[config.mk]
export PLATFORM = sky130hd
export DESIGN_NAME = d_pattern_gen
export DESIGN_NICKNAME = d
export VERILOG_FILES = /design/src/rtl/pattern_pkg.sv /design/src/rtl/pattern_step.sv /design/src/rtl/d_pattern_gen.sv
export SDC_FILE = /design/constraint.sdc
export NUM_CORES = 1
export LEC_CHECK = 0
export ABC_AREA = 0
export BUFFER_PORTS_ARGS = -buffer_cell sky130_fd_sc_hd__buf_2
export CAP_MARGIN = 40
export CORE_MARGIN = 5
export CORE_UTILIZATION = 41
export CTS_CLUSTER_DIAMETER = 50
export DETAILED_ROUTE_END_ITERATION = 16
export HOLD_SLACK_MARGIN = 0.05
export PLACE_DENSITY = 0.67
export SKIP_LAST_GASP = 1
export SYNTH_ARGS = -nofsm -noshare
export SYNTH_HDL_FRONTEND = slang
export SYNTH_SLANG_ARGS = --single-unit
[constraint.sdc]
create_clock -name clk -period 6.3 [get_ports clk]
set_input_delay 0.315 -clock clk [delete_from_list [all_inputs] [get_ports clk]]
set_output_delay 0.315 -clock clk [all_outputs]
set_load 0.1 [all_outputs]
[src/rtl/pattern_pkg.sv]
// Shared pattern-generator definitions: pattern modes, FSM states and the LFSR feedback taps.
// Pure declarations, no latency; used by the RTL and by the reference model alike.
package pattern_pkg;

  // Feedback bit is the XOR of D[7], D[5], D[4] and D[3].
  localparam logic [7:0] LFSR_TAPS = 8'hB8;

  typedef enum logic [1:0] {
    MODE_INC  = 2'b00,
    MODE_DEC  = 2'b01,
    MODE_LFSR = 2'b10,
    MODE_WALK = 2'b11
  } mode_e;

  typedef enum logic [1:0] {
    ST_IDLE = 2'd0,
    ST_RUN  = 2'd1,
    ST_DONE = 2'd2
  } state_e;

  // An all-zero word would lock up the LFSR and walking-one patterns, so they start from 01.
  function automatic logic [7:0] first_word(input mode_e m, input logic [7:0] s);
    if (s == 8'h00 && (m == MODE_LFSR || m == MODE_WALK)) return 8'h01;
    return s;
  endfunction

endpackage

[src/rtl/pattern_step.sv]
// Next-word function of the pattern generator: increment, decrement, LFSR shift or rotate-left.
// Purely combinational, zero latency, no flow control.
module pattern_step
  import pattern_pkg::*;
(
  input  mode_e      i_mode,
  input  logic [7:0] i_d,
  output logic [7:0] o_next
);

  always_comb begin
    o_next = i_d;
    case (i_mode)
      MODE_INC:  o_next = i_d + 8'd1;
      MODE_DEC:  o_next = i_d - 8'd1;
      MODE_LFSR: o_next = {i_d[6:0], ^(i_d & LFSR_TAPS)};
      MODE_WALK: o_next = {i_d[6:0], i_d[7]};
      default:   o_next = i_d;
    endcase
  end

endmodule

[src/rtl/d_pattern_gen.sv]
// Burst pattern generator: IDLE -> RUN -> DONE, first word one cycle after start, all outputs registered.
// No backpressure: words stream every RUN cycle until the burst length is reached or stop aborts it.
module d_pattern_gen
  import pattern_pkg::*;
#(
  parameter int WIDTH = 8
)
(
  input  logic             clk,
  input  logic             rst,
  input  logic             start,
  input  logic             stop,
  input  logic [1:0]       mode,
  input  logic [WIDTH-1:0] seed,
  input  logic [7:0]       burst_len,
  output logic [WIDTH-1:0] D,
  output logic             valid,
  output logic             busy,
  output logic             done
);

  state_e     r_state;
  mode_e      r_mode;
  logic [7:0] r_len;
  logic [7:0] r_cnt;
  logic [7:0] r_d;
  logic       r_valid;
  logic       r_busy;
  logic       r_done;

  state_e     w_state_nxt;
  mode_e      w_mode_nxt;
  logic [7:0] w_len_nxt;
  logic [7:0] w_cnt_nxt;
  logic [7:0] w_d_nxt;
  logic       w_valid_nxt;
  logic       w_busy_nxt;
  logic       w_done_nxt;
  logic [7:0] w_step;

  pattern_step u_step (
    .i_mode (r_mode),
    .i_d    (r_d),
    .o_next (w_step)
  );

  always_ff @(posedge clk) begin
    if (rst) begin
      r_state <= ST_IDLE;
      r_mode  <= MODE_INC;
      r_len   <= 8'd0;
      r_cnt   <= 8'd0;
      r_d     <= 8'd0;
      r_valid <= 1'b0;
      r_busy  <= 1'b0;
      r_done  <= 1'b0;
    end else begin
      r_state <= w_state_nxt;
      r_mode  <= w_mode_nxt;
      r_len   <= w_len_nxt;
      r_cnt   <= w_cnt_nxt;
      r_d     <= w_d_nxt;
      r_valid <= w_valid_nxt;
      r_busy  <= w_busy_nxt;
      r_done  <= w_done_nxt;
    end
  end

  always_comb begin
    w_state_nxt = r_state;
    w_mode_nxt  = r_mode;
    w_len_nxt   = r_len;
    w_cnt_nxt   = r_cnt;
    w_d_nxt     = r_d;
    w_valid_nxt = 1'b0;
    w_busy_nxt  = 1'b0;
    w_done_nxt  = 1'b0;
    case (r_state)
      ST_IDLE: begin
        if (start) begin
          w_state_nxt = ST_RUN;
          w_mode_nxt  = mode_e'(mode);
          w_len_nxt   = burst_len;
          w_d_nxt     = first_word(mode_e'(mode), seed);
          w_cnt_nxt   = 8'd1;
          w_valid_nxt = 1'b1;
          w_busy_nxt  = 1'b1;
        end
      end
      ST_RUN: begin
        // Abort outranks completion; a zero length never completes and the count just wraps.
        if (stop) begin
          w_state_nxt = ST_IDLE;
        end else if (r_len != 8'd0 && r_cnt == r_len) begin
          w_state_nxt = ST_DONE;
          w_done_nxt  = 1'b1;
        end else begin
          w_d_nxt     = w_step;
          w_cnt_nxt   = r_cnt + 8'd1;
          w_valid_nxt = 1'b1;
          w_busy_nxt  = 1'b1;
        end
      end
      ST_DONE: w_state_nxt = ST_IDLE;
      default: w_state_nxt = ST_IDLE;
    endcase
  end

  assign D     = r_d;
  assign valid = r_valid;
  assign busy  = r_busy;
  assign done  = r_done;

endmodule

Word level (Yosys, flattened, before mapping)
Cells that the tools add are included.
{ "totals": {"ff_bits": 30, "latchBits": 0, "ramBits": 0, "mem_bits_ro": 0, "memories": 0} }
{ "op_classes": {"addsub": 3, "n_mul": 0, "n_div": 0, "order_cmp": 0, "n_eq_ne": 11, "shift": 0, "mux": 23, "n_bitwise": 1, "n_reduce_logical": 13} }
{ "op_table": {"columns": ["operator", "n"], "rows": [
  ["2-to-1 mux 8 bit", 8],
  ["one-hot mux 8 bit (2 select lines)", 2],
  ["one-hot mux 8 bit (4 select lines)", 1],
  ["adder 8 x 1 -> 8 bit, second input constant", 2],
  ["equality test 2 bit, second input constant", 4],
  ["equality test 8 bit", 1],
  ["zero test 8 bit", 1],
  ["nonzero test 8 bit", 1],
  ["parity 8 bit", 1],
  ["subtractor 8 x 1 -> 8 bit, second input constant", 1],
  ["2-to-1 mux 1 bit", 7],
  ["2-to-1 mux 2 bit", 3],
  ["!= test 2 bit, second input constant", 3],
  ["equality test 2 x 1 -> 1 bit, second input constant", 2],
  ["zero test 2 bit", 2],
  ["one-hot mux 2 bit (2 select lines)", 1],
  ["AND reduction 2 bit", 2],
  ["AND reduction 4 bit", 1],
  ["!= test 3 bit, second input constant", 1],
  ["OR reduction 3 bit", 1],
  ["logical AND 1 bit", 2],
  ["one-hot mux 1 bit (2 select lines)", 1],
  ["nonzero test 2 bit", 1],
  ["logical OR 1 bit", 1],
  ["inverter 1 bit", 1]
]} }

Longest topological paths before layout
{ "depth": {"word_depth": 9, "mapped_depth": 10} }

Modules after synthesis
From an unflattened synthesis, not the netlist that was laid out.
{ "hier_totals": {"hier_cells": 239, "area_unflattened_um2": 1944.4} }
{ "modules_own_cells": {"columns": ["mod", "instances", "cells_each", "area_each_um2", "seq_area_each_um2"], "rows": [
  ["d_pattern_gen", 1, 174, 1476.4, 600.6],
  ["pattern_step", 1, 65, 467.9, 0.0]
]} }

Least setup slack after synthesis
OpenSTA, ideal clock, no wires.
{ "synth_path": {"kind": "reg2reg", "start": "register r_d[1] (netlist: D[1])", "end": "register r_d[6] (netlist: D[6])", "setup_time_ns": 0.130, "t_arrival_ns": 2.625, "required_time_ns": 6.170, "slack_ns": 3.545, "stages_incl_launch_ff": 10, "n_path_buf": 1, "path_cell_list": "dfxtp_1 > buf_6 > xnor2_1 > ha_1 > nor3_1 > o21bai_1 > a2111oi_0 > nor4b_1 > a2111oi_0 > o41ai_1"} }
{ "synth_via": {"elab_chain_len": 5, "elab_cells_between_ends": 6} }
{ "synth_rtl": {"columns": ["item", "line_no", "rtl"], "rows": [
  ["from (decl)", "d_pattern_gen.sv:26", "logic [7:0] r_d;"],
  ["from (signal assigned)", "d_pattern_gen.sv:62", "r_d <= w_d_nxt;"],
  ["subtractor 8 x 1 -> 8 bit or adder 8 x 1 -> 8 bit (tied branches)", "pattern_step.sv:15, pattern_step.sv:14", null],
  ["one-hot mux 8 bit (4 select lines) *", "pattern_step.sv:13", "case (i_mode)"],
  ["2-to-1 mux 8 bit *", "d_pattern_gen.sv:94", "end else if (r_len != 8'd0 && r_cnt == r_len) begin"],
  ["2-to-1 mux 8 bit *", "d_pattern_gen.sv:92", "if (stop) begin"],
  ["one-hot mux 8 bit (2 select lines) *", "d_pattern_gen.sv:78", "case (r_state)"]
]} }
Every way passes the cells marked *; elsewhere a longest branch is shown, timed or not. The select of a mux whose other input is x is not followed.
A chain may end at the register's enable or synchronous reset.

Worst setup path after layout
{ "layout_path": {"start": "register r_mode[1]", "end": "register r_d[6] (netlist: D[6])"} }
{ "layout_via": {"elab_chain_len": 5, "elab_cells_between_ends": 8} }
{ "layout_rtl": {"columns": ["item", "line_no", "rtl"], "rows": [
  ["from (decl)", "d_pattern_gen.sv:23", "mode_e r_mode;"],
  ["from (signal assigned)", "d_pattern_gen.sv:59", "r_mode <= w_mode_nxt;"],
  ["equality test 2 bit, or another cell as far along", "pattern_step.sv:13", null],
  ["one-hot mux 8 bit (4 select lines) *", "pattern_step.sv:13", null],
  ["2-to-1 mux 8 bit *", "d_pattern_gen.sv:94", null],
  ["2-to-1 mux 8 bit *", "d_pattern_gen.sv:92", null],
  ["one-hot mux 8 bit (2 select lines) *", "d_pattern_gen.sv:78", null]
]} }
Marked as above.

==> results.ini <==
[sta]
hold_viol=0
report.final.slew_viol_count=0
worst_pin_slew_ns=0.628
timing.hold.ws_ns=0.233
finalCritPeriodShare=0.465
relSlewSlack=0.571
fin_setup_tns_ns=0
max_freq_mhz=341
rsz0062_at_grt=no
finalSetupViolCount=0
min_period_ns=2.93
skew_ns=0.00346

[floorplan]
die_area_mm2=0.00593
num_rows=24
die_h_um=77.0
start_util=0.422
coreArea_mm2=0.00435
die_width_um=77.0
io_pins=33

[pwr]
p_leak_nw=0.851
swShare=0.336
p_int_uw=382
vdd_drop_max_mv=0.131
power_density_mw_per_mm2=276
combPwrFrac=0.267
power_switching_uw=193
seqPwrFrac=0.390
pwr-share-clk=0.343

[setup_path]
path_class=reg2reg
startpoint_type=flip-flop
cpMostUsedCell=a2111oi_0
critPathTopFamily=compound AO/OA/AOI/OAI gates
path_max_fanout=17
cp_slowest_cell=dfxtp_1
crit_arrival_ns=3.10
cp_slowest_stage_delay_ns=0.70
crit_path_end_kind=flip-flop
path_buf_inv=0
cp_cell_sequence=nand2b_1, xnor2_1, ha_1, nor3_1, o21bai_1, a2111oi_0, o21a_1, a2111oi_0, o41ai_1
worstPathRequired_ns=6.47

[logic_synthesis]
ys_async_sr_fraction=0
yosys_warnings=0
synth_edf_count=0
synth_common_cells=32 x nand2_1, 30 x dfxtp_1, 20 x a21oi_1, 16 x nor2_1, 10 x xor2_1
synth_top_area_frac=0.327
synth_compound_area_frac=0.217
synth_cells=226
syn-cell-area_mm2=0.00184
ys_ff_latch=30
ys.flop_type=dfxtp_1
synth_top_family_by_area=simple AND/OR/NAND/NOR gates
syn_nets=250
synth_most_common_cell=nand2_1
synthAdderAreaFrac=0.0136
synth.distinct_cells=55
synthMuxAreaShare=0.0272
synthXorXnorAreaFrac=0.0789
synth.largest_area_cell=dfxtp_1
syn_area_per_cell_um2=8.14
synth_sequential_area_ratio=0.327
synthTopCellsByArea=dfxtp_1 33%, nand2_1 6.5%, a21oi_1 5.4%
synthSimpleGateAreaFrac=0.257

[global_routing]
gr-total-overflow=0
grt_max_degree=29
grt_antenna_before_repair=0
grt_pass1_vias=1590
groute.usage.overall=0.146
grt_pass1_wl_mm=7.13

[routing]
vias=1682
dr.first_iter.drc_count=134
finalWirelength_mm=4.23
wire_per_inst_um=14.1
route.detailed.drc=0
viasPerCell=5.63
dr.pass1.iters=4
ant_nets=0

[outcome]
status=finished, final reports clean

[place]
dp_hpwl_mm=2.94
placed_cells=292
port-buffer-count=32
place_area_mm2=0.00197
gp_congestion=0.847

[layout]
drive_above_1_share=0.190
multiInputGateArea_mm2=0.00109
nets=271
fin_area_mm2=0.00208
final.fill_count=441
layout.area.seq_um2=601
final_core_util=0.479
area_growth_syn_to_layout_pct=13.3
antenna_cells=0
final_cells=299

[clocking]
cts_tree=yes
cts-root-buf=clkbuf_8
post_cts_resized=0
cts_buffer_depth=2
cts.sinks=30
ctsHoldBuffers=0
clk_pin_slew_ns=0.06
cts_buffers=5
postCtsSetupBuffers=0
htreeDepth=2
clk_latency_ns=0.28

[run]
maxCapViolations=0

[min_path]
min_path_type=in2reg

state kept, by name (all words and copies together), names as in the netlist:
signal / cells
busy: 1
done: 1
r_mode: 2
r_len: 8
r_state: 2
D: 8
r_cnt: 8
layer usage:
layer	GRT usage	wire [µm]	vias up
met3	0.0457	266	5
met4	0.0567	53	0
li1	-	-	849
met2	0.228	1940	48
met5	0	0	-
met1	0.185	1970	780
cell type report:
cell class | instances | share of cell area
clock buffer | 6 | 0.0396
clock inverter | 1 | 0.0144
inverter | 5 | 0.00900
multi-input combinational | 171 | 0.524
sequential | 30 | 0.288
tap | 52 | 0.0312
timing repair buffer | 34 | 0.0936
cells by family after synthesis:
family / after synthesis
AO/OA/AOI/OAI: 57
XOR/XNOR: 15
adder cells (fa/ha/maj): 2
buffers and inverters: 25
flip-flops: 30
multiplexers: 5
AND/OR/NAND/NOR: 92
power groups by stage:
stage / clock network [mW] / registers [mW] / logic [mW]
CTS: 0.202 / 0.224 / 0.154
global placement: 0 / 0.228 / 0.147
floorplan: 0 / 0.258 / 0.0968
detailed placement: 0 / 0.228 / 0.153
global route: 0.209 / 0.227 / 0.166
finish: 0.197 / 0.224 / 0.153
final timing paths:
check	startpoint	endpoint	slack [ns]	cells after the start
setup / recovery	r_mode[1]	D[6]	3.37	9
hold / removal	stop	r_state[1]	0.23	2
setup reg to reg	r_mode[1]	D[6]	3.37	9
hold reg to reg	r_len[4]	r_len[4]	0.48	2
stage by stage:
stage	total power, mW	setup slack (ns)
2_1_floorplan	0.354	3.54
3_3_place_gp	0.375	3.63
3_5_place_dp	0.381	3.50
4_1_cts	0.580	3.38
5_1_grt	0.602	3.07
6_report	0.575	3.37
cell usage in the layout, fill, tap and decap left out, types with 3 or more instances in the layout:
master	Yosys	final
nand3_1	5	5
nor2_1	16	16
buf_2	3	32
xnor2_1	4	4
a2111oi_0	3	3
clkbuf_8	0	6
or3_1	5	5
nor3_1	5	5
xor2_1	10	10
nor4b_1	4	4
o41ai_1	3	3
inv_1	5	5
nand4_1	3	3
nor2b_1	5	5
mux2i_1	5	5
dfxtp_1	30	30
nand2b_1	3	3
a21oi_1	20	20
o21ai_0	7	7
nor4_1	3	3
nand2_1	32	32
o21a_1	3	3
Power figures use the tool's default switching activity.
